===== config.mk =====
export PLATFORM = sky130hd
export DESIGN_NAME = instr_fetch_unit
export DESIGN_NICKNAME = d
export VERILOG_FILES = /design/src/rtl/instr_fetch_unit.sv
export SDC_FILE = /design/constraint.sdc
export NUM_CORES = 1
export LEC_CHECK = 0
export ABC_AREA = 1
export BUFFER_PORTS_ARGS = -buffer_cell sky130_fd_sc_hd__buf_2
export CORE_UTILIZATION = 46
export CTS_CLUSTER_DIAMETER = 30
export DETAILED_ROUTE_END_ITERATION = 8
export GPL_ROUTABILITY_DRIVEN = 0
export GPL_TIMING_DRIVEN = 0
export PLACE_DENSITY = 0.77
export SLEW_MARGIN = 40
export SYNTH_ARGS = -nofsm -noshare
export SYNTH_HDL_FRONTEND = slang
export SYNTH_SLANG_ARGS = --single-unit

===== constraint.sdc =====
create_clock -name Clk_Core -period 1.8 [get_ports Clk_Core]
set_clock_uncertainty 0.05 [all_clocks]
set_input_delay 0.36 -clock Clk_Core [delete_from_list [all_inputs] [get_ports Clk_Core]]
set_output_delay 0.36 -clock Clk_Core [all_outputs]
set_load 0.01 [all_outputs]

===== src/rtl/instr_fetch_unit.sv =====
// Instruction fetch stage: issues one read per PC over a req/gnt/rvalid bus
// and holds the returned word (or a fault NOP) in a single slot for decode.
//
// state | meaning
// ------+-----------------------------------------------------------------
// IDLE  | one cycle after reset release, no bus activity
// REQ   | request Program_Count (unless misaligned or a kill is pending)
// WAIT  | request granted, waiting for Imem_Rvalid or timeout
// HOLD  | output slot full, waiting for decode to consume it
module instr_fetch_unit #(
    parameter int unsigned TIMEOUT_CYCLES = 16,
    parameter logic [31:0] NOP_INSTR      = 32'h0000_0013
) (
    input  logic        Clk_Core,
    input  logic        Rst_Core_N,
    input  logic [31:0] Program_Count,
    input  logic        Flush,
    output logic        Pc_Advance,
    output logic        Imem_Req,
    output logic [31:0] Imem_Addr,
    input  logic        Imem_Gnt,
    input  logic        Imem_Rvalid,
    input  logic [31:0] Imem_Rdata,
    output logic [31:0] Instr,
    output logic [31:0] Instr_PC,
    output logic        Instr_Valid,
    output logic [1:0]  Instr_Fault,
    input  logic        Decode_Ready
);

    localparam int unsigned      TW         = $clog2(TIMEOUT_CYCLES);
    localparam logic [TW-1:0]    TIMER_LAST = TW'(TIMEOUT_CYCLES - 1);

    localparam logic [1:0] FAULT_NONE     = 2'b00;
    localparam logic [1:0] FAULT_MISALIGN = 2'b01;
    localparam logic [1:0] FAULT_TIMEOUT  = 2'b10;

    typedef enum logic [1:0] {
        ST_IDLE = 2'd0,
        ST_REQ  = 2'd1,
        ST_WAIT = 2'd2,
        ST_HOLD = 2'd3
    } state_t;

    state_t        state;
    logic          kill_pending;
    logic [31:0]   req_pc;
    logic [TW-1:0] timer;

    logic pc_misaligned;
    logic granted;

    assign pc_misaligned = |Program_Count[1:0];
    // A pending kill blocks new requests so the stale response cannot be
    // mistaken for the answer to a fresh request.
    assign Imem_Req      = (state == ST_REQ) && !kill_pending && !pc_misaligned;
    assign granted       = Imem_Req && Imem_Gnt;
    assign Imem_Addr     = Program_Count;
    assign Pc_Advance    = ((state == ST_HOLD) && Decode_Ready) || Flush;

    // Fetch sequencing, output slot and stale-response tracking.
    always_ff @(posedge Clk_Core or negedge Rst_Core_N) begin
        if (!Rst_Core_N) begin
            state        <= ST_IDLE;
            Instr        <= NOP_INSTR;
            Instr_PC     <= 32'h0;
            Instr_Valid  <= 1'b0;
            Instr_Fault  <= FAULT_NONE;
            kill_pending <= 1'b0;
            req_pc       <= 32'h0;
            timer        <= '0;
        end else begin
            // Any response retires an older kill; a kill raised this same
            // cycle (assigned below) takes precedence.
            if (Imem_Rvalid) begin
                kill_pending <= 1'b0;
            end

            case (state)
                ST_IDLE: begin
                    state <= ST_REQ;
                end

                ST_REQ: begin
                    if (Flush) begin
                        if (granted) begin
                            kill_pending <= 1'b1;
                        end
                    end else if (!kill_pending) begin
                        if (pc_misaligned) begin
                            Instr       <= NOP_INSTR;
                            Instr_PC    <= Program_Count;
                            Instr_Fault <= FAULT_MISALIGN;
                            Instr_Valid <= 1'b1;
                            state       <= ST_HOLD;
                        end else if (granted) begin
                            req_pc <= Program_Count;
                            timer  <= '0;
                            state  <= ST_WAIT;
                        end
                    end
                end

                ST_WAIT: begin
                    if (Flush) begin
                        if (!Imem_Rvalid) begin
                            kill_pending <= 1'b1;
                        end
                        state <= ST_REQ;
                    end else if (Imem_Rvalid) begin
                        Instr       <= Imem_Rdata;
                        Instr_PC    <= req_pc;
                        Instr_Fault <= FAULT_NONE;
                        Instr_Valid <= 1'b1;
                        state       <= ST_HOLD;
                    end else if (timer == TIMER_LAST) begin
                        Instr        <= NOP_INSTR;
                        Instr_PC     <= req_pc;
                        Instr_Fault  <= FAULT_TIMEOUT;
                        Instr_Valid  <= 1'b1;
                        kill_pending <= 1'b1;
                        state        <= ST_HOLD;
                    end else begin
                        timer <= timer + TW'(1);
                    end
                end

                ST_HOLD: begin
                    if (Flush || Decode_Ready) begin
                        Instr_Valid <= 1'b0;
                        state       <= ST_REQ;
                    end
                end

                default: begin
                    state <= ST_IDLE;
                end
            endcase
        end
    end

endmodule

# Word-level counts from Yosys, hierarchy flattened
# Cells that the tools add are included.
# word_totals
register_bits,106
input_bits,70
word_cells,99
# classes
addsub,1
n_eq_ne,16
mux,54
n_bitwise,3
n_reduce_logical,17
# op_table
operator,n
$mux W32,12
$pmux W32 S2,2
$mux W2,14
$mux W4,7
$ne A2 B2 Y1 const B,8
$mux W1,14
$reduce_and A5 Y1,2
$pmux W2 S4,1
$pmux W4 S2,1
$reduce_and A8 Y1,1
$reduce_and A7 Y1,1
$ne A3 B3 Y1 const B,2
$reduce_and A6 Y1,1
$add A4 B1 Y4 const B,1
$eq A2 B2 Y1 const B,2
$eq A4 B4 Y1 const B,1
$logic_and A1 B1 Y1,4
$ne A4 B4 Y1 const B,1
$pmux W2 S2,1
$not A1 Y1,3
$pmux W1 S3,1
$reduce_bool A3 Y1,1
$eq A2 B1 Y1 const B,1
$logic_not A1 Y1,2
other kinds (6),7

# Depth between registers and ports, before layout
# Gate-level depths: netlist of the first run.
# depth
ltp_word,9
ltp_mapped,13

# Worst setup path after synthesis of the first run
# No wires, ideal clock.
# synth_timing
path_type,flip-flop to flip-flop
start,reg state[1]
end,reg Instr[11]
setup_time_ns,0.133
arrival_time_ns,1.496
required_ns,1.617
path_slack_ns,0.121
path_stages_with_launch,12
period_less_slack_ns,1.679
cell_sequence,dfrtp_1 -> inv_1 -> ha_1 -> buf_6 -> nand2_2 -> inv_1 -> nor3_4 -> nand2_4 -> buf_8 -> buf_6 -> nand2_1 -> o21ai_0
# synth_via
elab_chain_len,3
word_cells_on_any_way,10
classes_between,eq/ne (7); mux (1); reduce/logical (2)
# synth_lines
element,line_no,rtl
from (decl),45,state_t state;
from (signal assigned),64,state <= ST_IDLE;
from (signal assigned),81,state <= ST_REQ;
from (signal assigned),95,state <= ST_HOLD;
$eq A2 B2 Y1 or $eq A2 B1 Y1 (tied branches),79,case (state)
"$ne A3 B3 Y1 (no source line), or another cell as far along",n/a,
$reduce_and A6 Y1 (no source line),n/a,
to (signal assigned),111,Instr <= Imem_Rdata;
to (decl),24,"output logic [31:0] Instr,"
# Several ways; a longest one is shown, not always the timed one.
# A chain may end at the register's enable or synchronous reset.

# Worst setup path after layout of the first run
# layout_timing
start,reg state[0]
end,reg Instr_PC[12]
# layout_via
elab_chain_len,3
word_cells_on_any_way,10
classes_between,eq/ne (7); mux (1); reduce/logical (2)
# layout_lines
element,line_no,rtl
$eq A2 B2 Y1 or $eq A2 B1 Y1 (tied branches),79,
"$ne A3 B3 Y1 (no source line), or another cell as far along",n/a,
$reduce_and A6 Y1 (no source line),n/a,
to (signal assigned),92,Instr_PC <= Program_Count;
to (signal assigned),112,Instr_PC <= req_pc;
to (signal assigned),118,Instr_PC <= req_pc;
to (decl),25,"output logic [31:0] Instr_PC,"
# Several ways; a longest one is shown, not always the timed one.

==> results.yml, run 1 <==
clocking:
  root_buffer: "clkbuf_8"
  path_clk_slew_ps: 90
  cts_tree: "done"
  clock_latency_ps: 370
  cts_sinks: 106
  cts_made_buffers: 9
  h-tree-depth: 3
  clock_path_buffers: 2
sta:
  fin_crit_sh: 1.03
  max-slew-margin-rel: 0.705
  tightest_slew_ps: 442
  hold_slack_ps: 184
  min_period_ps: 1860
  grt_setup_unrepaired: "yes"
  hold_viol_final: 0
  finalWorstSetupSlack_ps: -55.7
  finalSetupViolCount: 58
  final-max-slew-violation-count: 0
  fmax_mhz: 539
global_routing:
  grt_usage: 0.226
  grt_pass1_wl_mm: 20.2
  grt-ovfl-total: 0
  grt_max_degree: 62
  antenna_found_initial: 1
  grt_pass1_vias: 4287
routing:
  drtPass1Iterations: 7
  drtIter0Drc: 191
  vias_per_cell: 4.90
  ant_nets: 0
  wl_per_cell_um: 14.1
  vias: 4644
  routed_wl_mm: 13.3
  drc: 0
synthesis:
  synth_fp_nets: 672
  synth_area_sq_mm: 0.00512
  synth-seq-area-share: 0.519
  synth.top_cell.area_share: 0.503
  synth.ff_latch_count: 106
  yosysTopAreaCell: "dfrtp_1"
  yosys.cell_types.count: 28
  netlist_instances: 597
  yosys_warnings: 0
  ys_top_cells_by_area: "dfrtp_1 (50%), nand2_1 (14%), o21ai_0 (8.2%)"
  syn_avg_cell_area_sq_um: 8.58
critical_path:
  start_kind: "register"
  critPathCaptureType: "register"
  required_ps: 2010
  crit_type: "register to register"
  crit_fanout: 7
  arrival_ps: 2070
place:
  hpwlAfterDp_mm: 9.18
  numPortBuffers: 169
  place_area_sq_mm: 0.00618
  dp_slack_ps: -223
layout:
  area_delta_synth_final_pct: 36.1
  final_common_cell: "buf_2"
  post_route_cells_drive_above_1_share: 0.450
  fin_nets: 876
  layout_common_cells: "buf_2 (174), nand2_1 (163), dfrtp_1 (101)"
  fin_area_sq_mm: 0.00697
power_and_ir_drop:
  fin_total_pwr_w: 0.00951
  ir_drop_v: 0.000695
  cellLeakagePower_nw: 3.79
  powerDensity_mw_per_mm2: 1360
floorplan:
  io_pins: 171
  rows: 38
  die_h_um: 108
  die_w_um: 108
  core_sq_mm: 0.0108
  dieArea_sq_mm: 0.0116
  initial_utilization: 0.473
run_status:
  outcome: "finished with violations"
  violations: "setup timing"
run:
  drv_cap: 0
hold_path:
  hp-class: "input pin to register"
area by class of cell:
cell class / instances / area [sq um]
multi-input cells: 379 / 2060
well taps: 140 / 175
diodes: 1 / 2.50
inverters: 47 / 186
clock buffers: 15 / 146
flip-flops and latches: 106 / 2660
fillers: 897 / 3870
clock inverters: 1 / 7.51
plain buffers: 63 / 537
repair buffers: 195 / 1190
final timing paths:
kind	from	end	slack [ps]	cells after the start
worst max-delay path	state[0]	Instr_PC[12]	-60	10
worst min-delay path	Imem_Rdata[25]	Instr[25]	180	3
worst max register to register	state[0]	Instr_PC[12]	-60	10
worst min register to register	req_pc[0]	req_pc[0]	420	2
max in group asynchronous	Rst_Core_N	Instr[1]	650	3
min in group asynchronous	Rst_Core_N	state[0]	430	2
flip-flops by register name, indices dropped and copies added (netlist names):
signal,cells
timer,4
Instr_Fault,2
Instr,32
Instr_Valid,1
Instr_PC,32
req_pc,32
kill_pending,1
state,2
per-layer routing:
layer | wire length [um] | GRT usage
met1 | 5790 | 0.291
met2 | 6490 | 0.373
met3 | 767 | 0.0369
met4 | 274 | 0.107
met5 | 0 | 0
stage by stage:
stage | std cells | utilization | TNS (ps)
after global routing | 947 | 0.643 | -6480
final | 947 | 0.643 | -1930
after detailed placement | 907 | 0.570 | -10550
after global placement | 906 | 0.567 | -90950
after floorplan | 597 | - | 0
after CTS | 930 | 0.597 | -1550
where the power goes:
| part | internal (W) | switching, W | leakage (nW) |
|---|---|---|---|
| Sequential | 0.00321 | 0.000525 | 1.37 |
| Clock | 0.000509 | 0.000769 | 0.0719 |
| Combinational | 0.00206 | 0.00243 | 2.35 |
worst max-delay path, stage by stage (launching register included):
cell,delay (ps)
dfrtp_2,460
inv_2,100
ha_4,140
buf_8,130
nor2_4,60
nor3_4,240
nand2_8,130
clkbuf_16,190
clkbuf_16,160
nand2_2,60
o21ai_2,40
synth_stat cells:
| cell type | number |
|---|---|
| a211oi_1 | 1 |
| a21oi_1 | 3 |
| buf_2 | 7 |
| buf_4 | 34 |
| buf_6 | 9 |
| buf_8 | 2 |
| clkbuf_1 | 12 |
| clkbuf_2 | 1 |
| dfrtp_1 | 103 |
| dfstp_2 | 3 |
| ha_1 | 5 |
| inv_1 | 45 |
| inv_2 | 1 |
| inv_4 | 1 |
| nand2_1 | 192 |
| nand2_2 | 7 |
| nand2_4 | 1 |
| nand3_1 | 12 |
| nand3_2 | 1 |
| nand3b_1 | 1 |
| nand4_1 | 3 |
| nor2_1 | 20 |
| nor2_2 | 2 |
| nor2_4 | 1 |
| nor3_4 | 1 |
| o21ai_0 | 84 |
| o21ai_1 | 19 |
| o21ai_2 | 26 |
repair_timing:
action,CTS,global route
buffers inserted,7,12
setup endpoints to repair,104,105
gates resized for setup,26,106
gates cloned,0,6
pin swaps,1,5
endpoints found under the hold margin,45,0
hold buffers,1,0
logic make-up after synthesis:
logic type	Yosys count	synth area share
and+or+nand+nor	241	0.193
buffers and inverters	112	0.127
AOI/OAI and AO/OA	133	0.149
DFF	106	0.519
adders and majority gates	5	0.0122
(Power assumes the default switching activity.)
==> run 2: changes to the inputs <==
- CORE_MARGIN: not set -> 2
- SETUP_SLACK_MARGIN: not set -> 0.2
==> results.yml, run 2 (same netlist as run 1, synthesis figures left out) <==
clocking:
  cts_made_buffers: 9
  cts_tree: "done"
  clock_latency_ps: 370
  cts_sinks: 106
  h-tree-depth: 3
  path_clk_slew_ps: 100
  root_buffer: "clkbuf_8"
  clock_path_buffers: 2
global_routing:
  grt_usage: 0.223
  antenna_found_initial: 0
  grt_max_degree: 78
  grt_pass1_wl_mm: 21.1
  grt_pass1_vias: 4502
  grt-ovfl-total: 0
sta:
  finalWorstSetupSlack_ps: -114
  fin_crit_sh: 1.06
  setup_tns_ps: -5750
  hold_viol_final: 0
  tightest_slew_ps: 423
  grt_setup_unrepaired: "yes"
  final-max-slew-violation-count: 0
  min_period_ps: 1910
  fmax_mhz: 522
  finalSetupViolCount: 68
  max-slew-margin-rel: 0.718
critical_path:
  crit_fanout: 7
  required_ps: 2010
  start_kind: "register"
  crit_type: "register to register"
  arrival_ps: 2120
  critPathCaptureType: "register"
routing:
  routed_wl_mm: 14.3
  drtIter0Drc: 235
  vias_per_cell: 4.99
  vias: 4764
  drc: 0
  drtPass1Iterations: 5
  ant_nets: 0
  wl_per_cell_um: 14.9
floorplan:
  die_w_um: 110
  initial_utilization: 0.473
  rows: 38
  io_pins: 171
  die_h_um: 110
  core_sq_mm: 0.0108
  dieArea_sq_mm: 0.0120
run_status:
  violations: "setup timing"
  outcome: "finished with violations"
layout:
  reg_top3: "Instr (32), Instr_PC (32), req_pc (32)"
  fin_nets: 885
  layout_common_cells: "buf_2 (169), nand2_1 (144), dfrtp_1 (103)"
  post_route_cells_drive_above_1_share: 0.487
  stdcell_count: 955
  final_common_cell: "buf_2"
  area_delta_synth_final_pct: 41.6
  fin_area_sq_mm: 0.00725
  num_antenna_cells: 0
place:
  place_area_sq_mm: 0.00621
  numPortBuffers: 169
  hpwlAfterDp_mm: 9.46
  dp.cells: 907
run:
  drv_cap: 0
power_and_ir_drop:
  powerDensity_mw_per_mm2: 1390
  cellLeakagePower_nw: 3.90
  ir_drop_v: 0.000763
hold_path:
  hp-class: "input pin to register"
==> run 2: cell count changes in the layout (fill, tap and decap cells not counted), sizes merged <==
cell,before,now
clkinv,0,4
diode,1,0
clkinvlp,1,2
buf,241,252
nand3,13,15
clkbuf,31,22
==> run 2: final timing paths <==
kind / slack, ps / end / start / cells past startpoint
worst max-delay path: -110 / Instr_PC[14] / state[1] / 13
worst min-delay path: 170 / Instr[25] / Imem_Rdata[25] / 3
worst max register to register: -110 / Instr_PC[14] / state[1] / 13
worst min register to register: 430 / Instr[4] / Instr[4] / 2
max in group asynchronous: 660 / req_pc[2] / Rst_Core_N / 3
min in group asynchronous: 380 / state[1] / Rst_Core_N / 2
==> run 2: worst max-delay path, cell delays in order, from the launching register on <==
cell,delay (ps)
dfrtp_1,410
buf_6,130
ha_4,150
buf_8,130
inv_8,70
nor2_4,40
nand2_2,100
nand2_2,70
inv_2,80
nand2_4,100
buf_16,180
clkbuf_16,160
nand2_2,60
o21ai_2,50
==> run 2: layout make-up <==
class / instances / area, sq um
clock buffer: 10 / 138
sequential: 106 / 2660
multi-input combinational: 381 / 2220
buffer: 65 / 602
inverter: 47 / 184
fill: 900 / 3590
tap: 140 / 175
timing repair buffer: 200 / 1240
clock inverter: 6 / 42.5
==> run 2: metrics by stage <==
stage	util	hold slack [ps]	worst slack (ps)	power, W
floorplan	-	14.4	147	0.00603
global placement	0.569	394	-830	0.00714
detailed placement	0.573	187	-204	0.00730
CTS	0.612	172	-78.9	0.00907
global route	0.669	186	-198	0.0107
finish	0.669	173	-114	0.0100
==> run 2: repair_timing <==
action / CTS / global route
pin swaps: 1 / 4
hold buffers: 1 / 0
cloned: 1 / 11
resized for setup: 65 / 134
endpoints found under the hold margin: 29 / 0
setup buffers: 8 / 11
setup endpoints to repair: 106 / 107
==> run 2: routing by layer <==
layer | vias to the layer above | GRT usage | wire length [um]
met1 | 2256 | 0.283 | 5920
met3 | 22 | 0.0456 | 1010
li1 | 2302 | - | -
met2 | 184 | 0.383 | 7090
met4 | 0 | 0.0669 | 238
met5 | - | 0 | 0
==> run 2: power breakdown <==
group	total (W)	internal, W	switching, W
combinational	0.00486	0.00224	0.00262
clock	0.00138	0.000542	0.000835
sequential	0.00381	0.00321	0.000604
==> run 3: changes to the inputs <==
- ABC_CLOCK_PERIOD_IN_PS: not set -> 1800
- SKIP_CTS_REPAIR_TIMING: not set -> 1
- SLEW_MARGIN: 40 -> 20
==> results.yml, run 3 (same netlist as run 1, synthesis figures left out) <==
run_status:
  outcome: "finished with violations"
  violations: "setup timing"
clocking:
  clock_latency_ps: 370
  cts_tree: "done"
  cts_made_buffers: 9
  clock_path_buffers: 2
  root_buffer: "clkbuf_8"
  path_clk_slew_ps: 100
  h-tree-depth: 3
  cts_sinks: 106
place:
  place_area_sq_mm: 0.00620
  numPortBuffers: 169
  hpwlAfterDp_mm: 9.49
floorplan:
  dieArea_sq_mm: 0.0120
  die_w_um: 110
  core_sq_mm: 0.0108
  initial_utilization: 0.473
  die_h_um: 110
  rows: 38
  io_pins: 171
sta:
  finalWorstSetupSlack_ps: -165
  min_period_ps: 1960
  finalSetupViolCount: 71
  max-slew-margin-rel: 0.660
  tightest_slew_ps: 510
  hold_viol_final: 0
  fmax_mhz: 509
  fin_crit_sh: 1.09
  grt_setup_unrepaired: "yes"
  final-max-slew-violation-count: 0
global_routing:
  grt_max_degree: 55
  grt_usage: 0.214
  grt_pass1_wl_mm: 20.2
  grt-ovfl-total: 0
  grt_pass1_vias: 4408
  antenna_found_initial: 1
power_and_ir_drop:
  cellLeakagePower_nw: 3.94
  powerDensity_mw_per_mm2: 1400
  fin_total_pwr_w: 0.0103
  ir_drop_v: 0.000696
layout:
  area_delta_synth_final_pct: 43.2
  reg_top3: "Instr (32), Instr_PC (32), req_pc (32)"
  layout_common_cells: "buf_2 (174), nand2_1 (121), dfrtp_1 (101)"
  post_route_cells_drive_above_1_share: 0.527
  fin_nets: 882
  final_common_cell: "buf_2"
  fin_area_sq_mm: 0.00734
critical_path:
  start_kind: "register"
  crit_type: "register to register"
  arrival_ps: 2180
  crit_fanout: 10
  required_ps: 2010
  critPathCaptureType: "register"
routing:
  drtIter0Drc: 250
  routed_wl_mm: 14.2
  vias: 4748
  drc: 0
  wl_per_cell_um: 14.9
  vias_per_cell: 4.98
  ant_nets: 0
  drtPass1Iterations: 5
run:
  drv_cap: 0
hold_path:
  hp-class: "input pin to register"
-- run 3: cell count changes in the layout (fill, tap and decap cells not counted), sizes merged --
cell | previous run | this run
buf | 252 | 249
clkbuf | 22 | 25
nand3 | 15 | 13
clkinv | 4 | 3
clkinvlp | 2 | 1
diode | 0 | 1
inv | 47 | 48
-- run 3: through the flow --
stage	hold WS, ps	utilization	setup WS (ps)	setup TNS, ps	std cells
2_1_floorplan	14.4	-	147	0	597
3_3_place_gp	394	0.569	-830	-89330	906
3_5_place_dp	298	0.572	-196	-10040	907
4_1_cts	-96.3	0.589	-247	-12990	923
5_1_grt	192	0.676	-238	-14320	952
6_report	175	0.677	-165	-7940	953
-- run 3: final timing paths --
path	from	endpoint	slack, ps	cells past startpoint
min in group asynchronous	Rst_Core_N	Instr_Valid	450	2
hold / removal	Imem_Rdata[24]	Instr[24]	180	3
setup / recovery	state[0]	Instr_PC[5]	-160	12
hold reg to reg	req_pc[0]	req_pc[0]	420	2
setup reg to reg	state[0]	Instr_PC[5]	-160	12
max in group asynchronous	Rst_Core_N	req_pc[5]	610	3
-- run 3: report_power, final --
| part | switching [W] | internal [W] | leakage, nW |
|---|---|---|---|
| registers | 0.000604 | 0.00321 | 1.37 |
| logic | 0.00274 | 0.00235 | 2.48 |
| clock network | 0.000837 | 0.000550 | 0.0899 |
| total | 0.00419 | 0.00611 | 3.94 |
-- run 3: worst max-delay path, cell delays in order (launching register included) --
cell and delay, ps:
dfrtp_2 460, inv_2 100, ha_4 140, buf_8 130
inv_6 50, nor2_4 140, nand2_2 90, nand2_2 110
inv_4 60, nand2_8 110, clkbuf_16 170, buf_6 170
o21ai_2 70
-- run 3: layer usage --
layer,global-route usage,vias up,wire (um)
met3,0.0439,19,949
met5,0,-,0
li1,-,2286,-
met1,0.271,2262,5950
met4,0.0624,0,136
met2,0.370,181,7170
-- run 3: area by class of cell --
type                    count  area (sq um)
diodes                      1          2.50
plain buffers              65           567
clock buffers              11           141
clock inverters             5          38.8
fillers                   911          3500
inverters                  47           186
multi-input cells         379          2300
flip-flops and latches    106          2660
well taps                 140           175
repair buffers            199          1270
